$ cat config.mk
export PLATFORM = sky130hd
export DESIGN_NAME = nor_bist_ctrl_flat
export DESIGN_NICKNAME = d
export VERILOG_FILES = /design/src/rtl/nor_bist_if.sv /design/src/rtl/nor_bist_ctrl.sv /design/src/flat_wrapper.sv
export SDC_FILE = /design/constraint.sdc
export NUM_CORES = 1
export LEC_CHECK = 0
export ABC_AREA = 0
export CORE_AREA = 2 2 80 63
export CTS_BUF_LIST = sky130_fd_sc_hd__clkbuf_2
export DETAILED_ROUTE_END_ITERATION = 16
export DIE_AREA = 0 0 82 65
export PLACE_DENSITY = 0.71
export SLEW_MARGIN = 5
export SYNTH_ARGS = -nofsm -noshare
export SYNTH_HDL_FRONTEND = slang
export SYNTH_SLANG_ARGS = --single-unit
export TNS_END_PERCENT = 50
$ cat constraint.sdc
create_clock -name clk -period 1.8 [get_ports clk]
set_input_delay 0.27 -clock clk [delete_from_list [all_inputs] [get_ports clk]]
set_output_delay 0.27 -clock clk [all_outputs]
set_load 0.005 [all_outputs]
$ cat src/rtl/nor_bist_if.sv
// Purpose: bus between the BIST controller and the NOR gate under test.
//   dut_a, dut_b : stimulus driven by the controller (master)
//   dut_o        : NOR response returned by the gate under test (slave)
interface nor_bist_if;
  logic dut_a;
  logic dut_b;
  logic dut_o;

  modport master (output dut_a, output dut_b, input dut_o);
  modport slave  (input dut_a, input dut_b, output dut_o);
endinterface

$ cat src/rtl/nor_bist_ctrl.sv
// Purpose: built-in self-test sequencer for a 2-input NOR gate.
//   Applies an exhaustive (4 vectors) or LFSR pseudo-random (N_RANDOM vectors)
//   sequence. Each vector is held SETTLE_CYCLES cycles and then checked against
//   a golden NOR. The block reports pass/fail, the error count and the first
//   failing vector.
// Ports:
//   clk, rst_n          clock, asynchronous active-low reset
//   start, mode         run request (sampled in IDLE only); 0=exhaustive, 1=random
//   nor_if (master)     dut_a/dut_b stimulus out, dut_o response in
//   busy, done          run in progress; one-cycle end-of-run pulse
//   pass                last completed run had no mismatches
//   err_count           saturating mismatch count for the current/last run
//   fail_a, fail_b      inputs of the first mismatching vector
module nor_bist_ctrl #(
  parameter int unsigned N_RANDOM      = 10,
  parameter int unsigned SETTLE_CYCLES = 1,
  parameter logic [15:0] LFSR_SEED     = 16'hACE1
) (
  input  logic              clk,
  input  logic              rst_n,
  input  logic              start,
  input  logic              mode,
  nor_bist_if.master        nor_if,
  output logic              busy,
  output logic              done,
  output logic              pass,
  output logic [7:0]        err_count,
  output logic              fail_a,
  output logic              fail_b
);

  localparam int unsigned CW = (SETTLE_CYCLES > 1) ? $clog2(SETTLE_CYCLES) : 1;
  localparam logic [CW-1:0] CNT_INIT = CW'(SETTLE_CYCLES - 1);
  localparam logic [7:0]    LAST_RND = 8'(N_RANDOM - 1);
  localparam logic [7:0]    LAST_EXH = 8'd3;
  localparam logic [15:0]   LFSR_MASK = 16'hB400;

  typedef enum logic [1:0] {IDLE, SETTLE, CHECK, DONE} state_t;

  state_t        state_q, state_d;
  logic [CW-1:0] cnt_q, cnt_d;
  logic [7:0]    idx_q, idx_d;
  logic [15:0]   lfsr_q, lfsr_d;
  logic          mode_q, mode_d;
  logic          a_q, a_d, b_q, b_d;
  logic          busy_q, busy_d, done_q, done_d, pass_q, pass_d;
  logic [7:0]    err_q, err_d;
  logic          fa_q, fa_d, fb_q, fb_d;
  logic          ff_q, ff_d;
  logic          mismatch_c;
  logic          last_c;

  // One right-shift step of the Galois LFSR.
  function automatic logic [15:0] lfsr_step(input logic [15:0] v);
    return v[0] ? ((v >> 1) ^ LFSR_MASK) : (v >> 1);
  endfunction

  // Case inequality so an X/Z response counts as a mismatch.
  assign mismatch_c = (nor_if.dut_o !== (~a_q & ~b_q));
  assign last_c     = mode_q ? (idx_q == LAST_RND) : (idx_q == LAST_EXH);

  // State and datapath registers.
  always_ff @(posedge clk or negedge rst_n) begin
    if (!rst_n) begin
      state_q <= IDLE;
      cnt_q   <= '0;
      idx_q   <= '0;
      lfsr_q  <= LFSR_SEED;
      mode_q  <= 1'b0;
      a_q     <= 1'b0;
      b_q     <= 1'b0;
      busy_q  <= 1'b0;
      done_q  <= 1'b0;
      pass_q  <= 1'b0;
      err_q   <= '0;
      fa_q    <= 1'b0;
      fb_q    <= 1'b0;
      ff_q    <= 1'b0;
    end else begin
      state_q <= state_d;
      cnt_q   <= cnt_d;
      idx_q   <= idx_d;
      lfsr_q  <= lfsr_d;
      mode_q  <= mode_d;
      a_q     <= a_d;
      b_q     <= b_d;
      busy_q  <= busy_d;
      done_q  <= done_d;
      pass_q  <= pass_d;
      err_q   <= err_d;
      fa_q    <= fa_d;
      fb_q    <= fb_d;
      ff_q    <= ff_d;
    end
  end

  // Next-state and registered-output logic.
  always_comb begin
    state_d = state_q;
    cnt_d   = cnt_q;
    idx_d   = idx_q;
    lfsr_d  = lfsr_q;
    mode_d  = mode_q;
    a_d     = a_q;
    b_d     = b_q;
    busy_d  = busy_q;
    done_d  = 1'b0;
    pass_d  = pass_q;
    err_d   = err_q;
    fa_d    = fa_q;
    fb_d    = fb_q;
    ff_d    = ff_q;

    case (state_q)
      IDLE: begin
        if (start) begin
          mode_d  = mode;
          err_d   = '0;
          fa_d    = 1'b0;
          fb_d    = 1'b0;
          ff_d    = 1'b0;
          pass_d  = 1'b0;
          idx_d   = '0;
          // First random vector uses the seed after one shift.
          lfsr_d  = lfsr_step(LFSR_SEED);
          a_d     = mode ? lfsr_d[0] : 1'b0;
          b_d     = mode ? lfsr_d[1] : 1'b0;
          busy_d  = 1'b1;
          cnt_d   = CNT_INIT;
          state_d = SETTLE;
        end
      end
      SETTLE: begin
        if (cnt_q == '0) state_d = CHECK;
        else             cnt_d   = cnt_q - CW'(1);
      end
      CHECK: begin
        if (mismatch_c) begin
          if (err_q != 8'hFF) err_d = err_q + 8'd1;
          if (!ff_q) begin
            ff_d = 1'b1;
            fa_d = a_q;
            fb_d = b_q;
          end
        end
        if (!last_c) begin
          idx_d   = idx_q + 8'd1;
          lfsr_d  = lfsr_step(lfsr_q);
          a_d     = mode_q ? lfsr_d[0] : idx_d[1];
          b_d     = mode_q ? lfsr_d[1] : idx_d[0];
          cnt_d   = CNT_INIT;
          state_d = SETTLE;
        end else begin
          // Final check is folded into pass on the same edge DONE is entered.
          done_d  = 1'b1;
          busy_d  = 1'b0;
          pass_d  = (err_d == 8'd0);
          state_d = DONE;
        end
      end
      DONE: begin
        state_d = IDLE;
      end
      default: begin
        state_d = IDLE;
      end
    endcase
  end

  assign nor_if.dut_a = a_q;
  assign nor_if.dut_b = b_q;
  assign busy         = busy_q;
  assign done         = done_q;
  assign pass         = pass_q;
  assign err_count    = err_q;
  assign fail_a       = fa_q;
  assign fail_b       = fb_q;

endmodule

$ cat src/flat_wrapper.sv
// flat-port wrapper written by rule: the top's interface ports become plain ports
module nor_bist_ctrl_flat 
#(
  parameter int unsigned N_RANDOM      = 10,
  parameter int unsigned SETTLE_CYCLES = 1,
  parameter logic [15:0] LFSR_SEED     = 16'hACE1
)
  (clk, rst_n, start, mode, busy, done, pass, err_count, fail_a, fail_b, nor_if_dut_a, nor_if_dut_b, nor_if_dut_o);
  nor_bist_if nor_if_i ();
  input  logic clk;
  input  logic rst_n;
  input  logic start;
  input  logic mode;
  output logic busy;
  output logic done;
  output logic pass;
  output logic [7:0] err_count;
  output logic fail_a;
  output logic fail_b;
  output wire logic [$bits(nor_if_i.dut_a)-1:0] nor_if_dut_a;
  output wire logic [$bits(nor_if_i.dut_b)-1:0] nor_if_dut_b;
  input wire logic [$bits(nor_if_i.dut_o)-1:0] nor_if_dut_o;
  assign nor_if_dut_a = nor_if_i.dut_a;
  assign nor_if_dut_b = nor_if_i.dut_b;
  assign nor_if_i.dut_o = nor_if_dut_o;
  nor_bist_ctrl #(.N_RANDOM(N_RANDOM), .SETTLE_CYCLES(SETTLE_CYCLES), .LFSR_SEED(LFSR_SEED)) u_core (.clk(clk), .rst_n(rst_n), .start(start), .mode(mode), .nor_if(nor_if_i), .busy(busy), .done(done), .pass(pass), .err_count(err_count), .fail_a(fail_a), .fail_b(fail_b));
endmodule
==> metrics.md <==
| Metric | Value |
|---|---|
| Outcome | completed |
| DIE AREA | 0.005330 sq mm |
| Fmax | 575.9 MHz |
| CTS sink cnt | 43 |
| RSZ-0062 raised after global routing | yes |
| Startpoint class of the critical path | flip-flop |
| Crit-path leading delay family | buffers and inverters |
| Pwr Density | 1317 mW/mm^2 |
| Worst EP required | 1.53 ns |
| CP peak stage delay | 0.50 ns |
| Clock skew | 0.004124 ns |
| Critical path class | flip-flop to output port |
| TNS Setup | 0 ns |
| Vias per inst | 5.377 |
| CP endpoint kind | output port |
| H-tree levels | 2 |
| Crit path max fanout | 8 |
| IO buf count | 19 |
| Die Y | 65 microns |
| Final setup viols | 0 |
| Area of the multi-input gates | 0.001033 sq mm |
| Worst vdd ir | 847.4 uV |
| Reg-to-Reg Start | u_core.nor_if.dut_b |
| First-iteration detailed-routing DRC count | 105 |
| Vias in the first global route | 1620 |
| Total CTS buffers | 5 |
| Min-delay worst type | input pin to async pin |
| Design area | 0.002690 sq mm |
| Cells along the critical path | buf_6 > clkdlybuf4s50_1 |
| Post-synth ARST share | 100.0% |
| Tightest Pin Transition | 0.3237 ns |
| Register area | 0.001090 sq mm |
| Sequential fraction of the synthesis area | 49.97% |
| Die Wd | 82 microns |
| Total grt overflow | 0 |
| Most frequent cells in the layout | nand2_1, dfrtp_1, o21ai_0 |
| Row cnt | 22 |
| Slowest cell on the critical path | clkdlybuf4s50_1 |
| Worst Path Buf+Inv | 2 |
| Post-synth top area share | 40.30% |
| Post-DRT Antenna Nets | 0 |
| Largest cells by area after synthesis | dfrtp_1, dfstp_2, nand2_1, o21ai_0, nor2_1 |
| Clock buffer depth | 2 |
| Area after DPL | 0.002586 sq mm |
| Final setup margin | 0.06369 ns |
| CTS tree | done |
| Synthesized cell area | 0.002173 sq mm |
| FILL cells | 410 |
| Clk root buf | clkbuf_2 |
| Mapped Nets | 230 |
| Antenna violations before repair | 0 |
| Final WL | 4587 microns |
| Post-Syn Instances | 223 |
| Clock latency at the later pin of the worst-skew pair | 0.41 ns |
| Layout Area Growth over Synthesis | 23.78% |
| Dpl ws | -0.1242 ns |
| Commonest non-fill, non-tap cell in the layout | nand2_1 |
| Leakage | 1.199 nW |
| Main flop type after synthesis | dfrtp_1 |
| Final Critical Period | 1.736 ns |
| Final Max Tran Viols | 0 |
| EDFF count, synth | 0 |
| IO Pins | 20 |
| Initial Util | 47.00% |
| Final hold vios | 0 |
| Critical path launch point | u_core.err_count[6] |
| Syn. warnings | 0 |
| Worst-path clk slew | 0.22 ns |
| Max_slew headroom | 78.37% |
| Fraction of layout instances using a drive strength above 1 | 22.93% |
| Post-synth top area cell | dfrtp_1 |
| Yosys reg bits | 43 |
| Fin nets | 272 |
| First-pass GRT wire length | 7852 microns |
| Routed via count | 1753 |
| Post-route DRC | 0 |
| Largest net degree at the start of global routing | 44 |
| Final Util | 58.17% |
| Syn Area/Cell | 9.746 sq um |
| Number of inserted diodes | 0 |
| Core area | 0.004624 sq mm |
| Gpl congestion | 0.8819 |
| Crit path DAT | 1.47 ns |
| Maxcap violations | 0 |
| Dpl hpwl | 3194 microns |
| Count of different cell masters after synthesis | 51 |
| Routed WL per cell | 14.07 microns |
| Period utilization | 96.46% |
| Pre-Repair DR Iteration Count | 4 |
| GRT Total Usage | 19.39% |
registers in the layout (all words and copies together), names as in the netlist:
signal / cells
u_core.lfsr_q: 16
u_core.err_count: 8
u_core.idx_q: 8
u_core.state_q: 2
u_core.busy: 1
u_core.done: 1
u_core.fail_a: 1
u_core.fail_b: 1
u_core.ff_q: 1
u_core.mode_q: 1
u_core.nor_if.dut_a: 1
u_core.nor_if.dut_b: 1
u_core.pass: 1
area by class of cell:
| cell class | count | area share (%) |
|---|---|---|
| clock inverters | 2 | 0.4651 |
| flip-flops and latches | 43 | 40.51 |
| repair buffers | 44 | 15.72 |
| multi-input cells | 164 | 38.42 |
| inverters | 7 | 0.9767 |
| clock buffers | 6 | 1.116 |
| well taps | 60 | 2.791 |
cell families (layout without fill, tap and decap cells):
family	Yosys count	in the layout	synth area share (%)
AND/OR/NAND/NOR	89	89	20.15
AO/OA/AOI/OAI	60	60	19.92
flip-flops	43	43	49.97
buffers and inverters	16	59	3.281
XOR/XNOR	9	9	3.627
multiplexers	4	4	1.900
adder cells (fa/ha/maj)	2	2	1.151
worst paths after layout:
check / endpoint / slack, ns / cells after the start
worst max-delay path: err_count[6] / 0.06 / 2
worst min-delay path: u_core.busy / 0.31 / 3
worst max register to register: u_core.pass / 0.08 / 5
worst min register to register: u_core.lfsr_q[11] / 0.49 / 2
max in group asynchronous: u_core.lfsr_q[0] / 1.22 / 3
min in group clk: u_core.mode_q / 0.44 / 2
report_power, final:
part	total [mW]	switching [mW]	leakage [nW]	internal [mW]
Combinational	1.63	0.877	0.629	0.753
Sequential	1.49	0.208	0.541	1.28
Clock	0.426	0.328	0.0290	0.0989
Total	3.54	1.41	1.20	2.13
routing by layer:
metal,share of wire [%],track usage [%],vias up
met3,3.7,4.178,10
met2,44,27.03,35
met1,51,29.48,837
li1,-,-,871
met4,1.7,6.875,0
met5,0,0,-
tightest hold or removal path, cell delays in order:
cell and delay, ns:
dlygate4sd3_1 0.52, buf_2 0.12, buf_12 0.23
Yosys cell counts (all sizes together), types with 2 or more instances:
cell type,number
nand2,37
dfrtp,35
o21ai,30
nor2,19
nand3,12
a21oi,9
dfstp,8
xor2,7
inv,6
buf,5
clkbuf,4
a41oi,3
and3,3
mux2i,3
nand4,3
a211oi,2
a31oi,2
a32o,2
a41o,2
and2,2
and3b,2
ha,2
nor2b,2
nor3b,2
xnor2,2
through the flow:
step,hold WS [ns],cells,power [mW]
after floorplan,-0.02559,223,2.423
after global placement,0.2631,316,3.065
after detailed placement,0.2629,316,3.102
after CTS,0.3087,325,3.534
after global routing,0.3132,326,3.839
final,0.3120,326,3.542
what timing repair did:
item / CTS / global route
resized for setup: 0 / 13
endpoints found under the setup margin: 0 / 31
hold buffers: 1 / 0
buffers inserted: 0 / 1
endpoints found under the hold margin: 35 / 0
Power figures use the tool's default switching activity.
